$ cat src/rtl/sr_seq_pkg.sv
// sr_seq_pkg
//   Shared definitions for the SR command sequencer:
//     state_e  - sequencer FSM states (IDLE / DRIVE / GAP)
//     OP_SET   - queued op value that drives s
//     OP_RST   - queued op value that drives r
//     CNT_W    - width of the pulse-length down-counter
package sr_seq_pkg;

    localparam int   CNT_W  = 4;
    localparam logic OP_SET = 1'b1;
    localparam logic OP_RST = 1'b0;

    typedef enum logic [1:0] {
        IDLE  = 2'd0,
        DRIVE = 2'd1,
        GAP   = 2'd2
    } state_e;

endpackage

$ cat src/rtl/sr_cmd_fifo.sv
// sr_cmd_fifo
//   1-bit wide command FIFO, DEPTH entries (power of 2, >= 2).
//   Pointers carry one extra wrap bit so full and empty are distinct.
//   Ports:
//     clk   - clock, rising edge
//     clear - synchronous active-high reset (empties the FIFO)
//     push  - write din this edge (ignored when full)
//     pop   - drop the head entry this edge (ignored when empty)
//     din   - data to write
//     dout  - current head entry
//     full  - no free entry
//     empty - no stored entry
module sr_cmd_fifo #(
    parameter int DEPTH = 4
) (
    input  logic clk,
    input  logic clear,
    input  logic push,
    input  logic pop,
    input  logic din,
    output logic dout,
    output logic full,
    output logic empty
);

    localparam int AW = $clog2(DEPTH);

    logic [AW:0]      wr_ptr_q, wr_ptr_d;
    logic [AW:0]      rd_ptr_q, rd_ptr_d;
    logic [DEPTH-1:0] mem_q, mem_d;

    // Same index bits, different wrap bit: writer is a full lap ahead.
    assign full  = (wr_ptr_q[AW] != rd_ptr_q[AW]) &&
                   (wr_ptr_q[AW-1:0] == rd_ptr_q[AW-1:0]);
    assign empty = (wr_ptr_q == rd_ptr_q);
    assign dout  = mem_q[rd_ptr_q[AW-1:0]];

    always_comb begin
        mem_d    = mem_q;
        wr_ptr_d = wr_ptr_q;
        rd_ptr_d = rd_ptr_q;
        if (push && !full) begin
            mem_d[wr_ptr_q[AW-1:0]] = din;
            wr_ptr_d                = wr_ptr_q + (AW+1)'(1);
        end
        if (pop && !empty) begin
            rd_ptr_d = rd_ptr_q + (AW+1)'(1);
        end
    end

    always_ff @(posedge clk) begin
        if (clear) begin
            wr_ptr_q <= '0;
            rd_ptr_q <= '0;
            mem_q    <= '0;
        end else begin
            wr_ptr_q <= wr_ptr_d;
            rd_ptr_q <= rd_ptr_d;
            mem_q    <= mem_d;
        end
    end

endmodule

$ cat src/rtl/sr_cmd_seq.sv
// sr_cmd_seq
//   Queues SET/RESET requests and replays each one as a PULSE_LEN-cycle
//   registered pulse on s (SET) or r (RESET) toward a downstream SR flop,
//   while tracking the q that flop should hold (q_model).
//   Optional build macro SR_SEQ_GAP_EN: inserts one idle (s=r=0) cycle
//   after every pulse. Undefined: pulses may run back-to-back.
//   Handshake: a request is accepted on an edge where exactly one of
//   set_req/rst_req is high and req_ready (FIFO not full) is high; there is
//   no same-cycle pop bypass. Both high is a collision and is never queued.
//   Ports:
//     clk       - clock, rising edge
//     clear     - synchronous active-high reset, beats all requests
//     set_req   - enqueue a SET this cycle
//     rst_req   - enqueue a RESET this cycle
//     req_ready - FIFO not full
//     s, r      - registered drives to the downstream SR flop
//     busy      - FSM not IDLE or FIFO non-empty
//     q_model   - expected downstream q after the last completed command
//     overflow  - sticky: a request was dropped on a full FIFO
//     collide   - sticky: set_req and rst_req were high together
//     state_dbg - current FSM state (sr_seq_pkg::state_e encoding)
module sr_cmd_seq
    import sr_seq_pkg::*;
#(
    parameter int DEPTH     = 4,
    parameter int PULSE_LEN = 2
) (
    input  logic       clk,
    input  logic       clear,
    input  logic       set_req,
    input  logic       rst_req,
    output logic       req_ready,
    output logic       s,
    output logic       r,
    output logic       busy,
    output logic       q_model,
    output logic       overflow,
    output logic       collide,
    output logic [1:0] state_dbg
);

    state_e           state_q, state_d;
    logic [CNT_W-1:0] cnt_q, cnt_d;
    logic             op_q, op_d;
    logic             s_q, s_d;
    logic             r_q, r_d;
    logic             qm_q, qm_d;
    logic             ovf_q, ovf_d;
    logic             col_q, col_d;

    logic fifo_push, fifo_pop, fifo_dout, fifo_full, fifo_empty;
    logic one_req, both_req, start;

    sr_cmd_fifo #(
        .DEPTH (DEPTH)
    ) u_fifo (
        .clk   (clk),
        .clear (clear),
        .push  (fifo_push),
        .pop   (fifo_pop),
        .din   (set_req),
        .dout  (fifo_dout),
        .full  (fifo_full),
        .empty (fifo_empty)
    );

    assign one_req   = set_req ^ rst_req;
    assign both_req  = set_req & rst_req;
    // set_req doubles as the op bit because OP_SET is 1 and OP_RST is 0.
    assign fifo_push = one_req & ~fifo_full;

    always_comb begin
        state_d  = state_q;
        cnt_d    = cnt_q;
        op_d     = op_q;
        s_d      = s_q;
        r_d      = r_q;
        qm_d     = qm_q;
        ovf_d    = ovf_q | (one_req & fifo_full);
        col_d    = col_q | both_req;
        start    = 1'b0;

        case (state_q)
            IDLE, GAP: begin
                state_d = IDLE;
                s_d     = 1'b0;
                r_d     = 1'b0;
                start   = !fifo_empty;
            end
            DRIVE: begin
                cnt_d = cnt_q - CNT_W'(1);
                if (cnt_q == CNT_W'(1)) begin
                    qm_d = op_q;
                    s_d  = 1'b0;
                    r_d  = 1'b0;
`ifdef SR_SEQ_GAP_EN
                    state_d = GAP;
`else
                    // Chain straight into the next op so the lines switch
                    // on one edge: s/r are both recomputed from the new op.
                    state_d = IDLE;
                    start   = !fifo_empty;
`endif
                end
            end
            default: begin
                state_d = IDLE;
                s_d     = 1'b0;
                r_d     = 1'b0;
            end
        endcase

        // Load the head op; s_d/r_d are complements so they never both set.
        if (start) begin
            state_d = DRIVE;
            op_d    = fifo_dout;
            cnt_d   = CNT_W'(PULSE_LEN);
            s_d     = (fifo_dout == OP_SET);
            r_d     = (fifo_dout == OP_RST);
        end
        fifo_pop = start;
    end

    always_ff @(posedge clk) begin
        if (clear) begin
            state_q <= IDLE;
            cnt_q   <= '0;
            op_q    <= OP_RST;
            s_q     <= 1'b0;
            r_q     <= 1'b0;
            qm_q    <= 1'b0;
            ovf_q   <= 1'b0;
            col_q   <= 1'b0;
        end else begin
            state_q <= state_d;
            cnt_q   <= cnt_d;
            op_q    <= op_d;
            s_q     <= s_d;
            r_q     <= r_d;
            qm_q    <= qm_d;
            ovf_q   <= ovf_d;
            col_q   <= col_d;
        end
    end

    assign req_ready = ~fifo_full;
    assign s         = s_q;
    assign r         = r_q;
    assign busy      = (state_q != IDLE) || !fifo_empty;
    assign q_model   = qm_q;
    assign overflow  = ovf_q;
    assign collide   = col_q;
    assign state_dbg = state_q;

endmodule

$ cat config.mk
export PLATFORM = sky130hd
export DESIGN_NAME = sr_cmd_seq
export DESIGN_NICKNAME = d
export VERILOG_FILES = /design/src/rtl/sr_seq_pkg.sv /design/src/rtl/sr_cmd_fifo.sv /design/src/rtl/sr_cmd_seq.sv
export SDC_FILE = /design/constraint.sdc
export NUM_CORES = 1
export LEC_CHECK = 0
export ABC_AREA = 1
export BUFFER_PORTS_ARGS = -buffer_cell sky130_fd_sc_hd__buf_2
export CAP_MARGIN = 20
export CORE_UTILIZATION = 50
export DETAILED_ROUTE_END_ITERATION = 7
export MAX_ROUTING_LAYER = met4
export PLACE_DENSITY = 0.76
export RECOVER_POWER = 25
export SLEW_MARGIN = 15
export SYNTH_ARGS = -nofsm -noshare
export SYNTH_HDL_FRONTEND = slang
export SYNTH_SLANG_ARGS = --single-unit
$ cat constraint.sdc
create_clock -name clk -period 1.2 [get_ports clk]
set_input_delay 0.06 -clock clk [delete_from_list [all_inputs] [get_ports clk]]
set_output_delay 0.06 -clock clk [all_outputs]
set_load 0.005 [all_outputs]
==> results.ini <==
[timing]
min_period_over_period=1.14
setup_slack_ns=-0.169
timing_hold_violations_final=0
rsz0062_at_grt=true
setup_viol=19
drv_slew=0
max_clock_freq_mhz=731
clock_skew_ns=0.00813
period_minus_slack_ns=1.37

[floorplan]
rows=16
fp.dieH_um=49.1
ios=13
die_w_um=49.1
dieArea_um2=2410
core-area_um2=2020
initial_core_util=0.548

[setup_path]
worstSetupPathType=flip-flop to output port
path_max_fanout=3
critPathRequiredTime_ns=1.14
end_kind=output port
critPathLaunchType=flip-flop
crit_arrival_ns=1.31

[drt]
route.met2.wl_um=1820
remaining_drc_errors=0
first_pass_iters=4
wl_met1_um=1400
vias=1170
wl_met3_um=140
finalWirelength_um=3540
vias_per_cell=5.29
antenna_left=0
dr.first_iter.drc_count=30
route.top_layer_used=met4
wire_per_inst_um=16.0

[place]
post-place-ws_ns=-0.132
gp_congestion=0.813
io_buffers=11
placed_cell_area_um2=1310
dpl.hpwl_um=1700

[cts]
path_clk_slew_ns=0.13
cts.sinks=21
cts_buffer_depth=2
cts_tree=done
cts_buffers=3
cts_root_buffer=clkbuf_4
clk_latency_ns=0.32
htree_levels=1

[global_route]
grt_pass1_wl_um=4390
grt_max_degree=14
antenna_found_initial=0
overflow=0
track_usage=0.242
first_global_vias=1047

[layout]
fin_util=0.816
n_fill_cell=113
stdcell_area_um2=1650
layout_common_cells=nand2_1, buf_4, inv_1
drive_above_1_share=0.510
num_antenna_cells=0
nets=207
area_growth_syn_to_layout_pct=48.9

[power]
power_leakage_nw=0.761
power-per-cell-area_nw_per_um2=2150
vdd_ir_drop_max_v=0.00149

[synthesis]
syn_inst=154
synth_top_area_cell=dfxtp_1
synth-seq-cells=21
syn-num-nets=166
yosysWarnings=0
yosysTopAreaCellShare=0.379
synth.area.top_cells=dfxtp_1, nand2_1, ha_1
synth_seq_area_share=0.379
ys_types=21
netlist_area_um2=1110
syn_avg_cell_area_um2=7.20

[flow_run]
maxCapViolations=0

[status]
violations=setup timing
status=complete, but fails checks

[min_path]
min_path_type=input pin to flip-flop

synthesized netlist by cell type:
| master | instances |
|---|---|
| nand2_4 | 1 |
| nor2_1 | 19 |
| nand3_2 | 2 |
| o21ai_0 | 7 |
| xor2_1 | 2 |
| nand3_1 | 11 |
| buf_6 | 1 |
| xnor2_1 | 1 |
| nand3b_1 | 1 |
| nand4_1 | 6 |
| xnor2_2 | 1 |
| dfxtp_1 | 21 |
| buf_4 | 2 |
| nor3_1 | 1 |
| clkbuf_1 | 2 |
| or2_2 | 1 |
| nand2_1 | 32 |
| conb_1 | 1 |
| a21oi_1 | 9 |
| ha_1 | 8 |
| inv_1 | 25 |
where the power goes:
group | internal (mW) | switching [mW]
logic | 1.02 | 1.12
clock network | 0.125 | 0.232
registers | 0.892 | 0.161
worst max-delay path, cell delays in order (launching register included):
cell,delay (ns)
dfxtp_2,0.39
inv_2,0.04
nand2_1,0.10
nand2_4,0.08
inv_2,0.06
buf_4,0.09
nand4_1,0.09
buf_2,0.14
final cells by class:
class                      count  area [um^2]  area share
timing repair buffer          41          319       0.193
sequential                    21          435       0.264
tap                           27         33.8      0.0205
multi-input combinational    103          732       0.444
clock inverter                 1         5.00     0.00303
inverter                      25          103      0.0622
clock buffer                   3         22.5      0.0136
per-stage QoR:
stage	instances	power, mW	hold WS (ns)	setup TNS (ns)
global route	221	3.72	0.184	-2.93
detailed placement	206	2.31	0.346	-0.578
CTS	218	2.95	0.0766	-1.24
floorplan	154	1.79	0.309	0
global placement	206	2.25	0.341	-0.100
finish	221	3.56	0.148	-2.14
flip-flops by register name (all words and copies together), names as in the netlist:
name	cells
s	1
r	1
u_fifo.mem_q	4
u_fifo.rd_ptr_q	3
op_q	1
collide	1
u_fifo.wr_ptr_q	3
q_model	1
overflow	1
cnt_q	4
state_dbg	1
routing by layer:
layer	vias to the layer above	track usage
met5	-	-
met3	21	0.0623
met1	544	0.260
met2	43	0.429
met4	0	0.0735
li1	562	-
repair_timing:
action                                 in CTS  in global routing
gates resized for setup                    25                 53
pin swaps                                   5                 15
endpoints found under the hold margin       1                  0
setup buffers                               7                  3
setup endpoints to repair                  16                 20
hold buffers                                1                  0
path summary, 6_finish.rpt:
path	start	to	slack, ns	cells after the start
setup / recovery	u_fifo.rd_ptr_q[2]	busy	-0.17	7
hold / removal	rst_req	collide	0.15	4
setup reg to reg	u_fifo.rd_ptr_q[2]	u_fifo.rd_ptr_q[1]	-0.16	10
hold reg to reg	op_q	op_q	0.47	2
cell families (layout without fill, tap and decap cells):
group	after synthesis	count (layout)	synth area share
flops	21	21	0.379
compound gates	16	16	0.0722
simple gates	74	74	0.301
other cells	1	1	0.00338
buf+inv	30	70	0.115
xor+xnor	4	4	0.0384
fa+ha+maj	8	8	0.0903
Power figures use the tool's default switching activity.
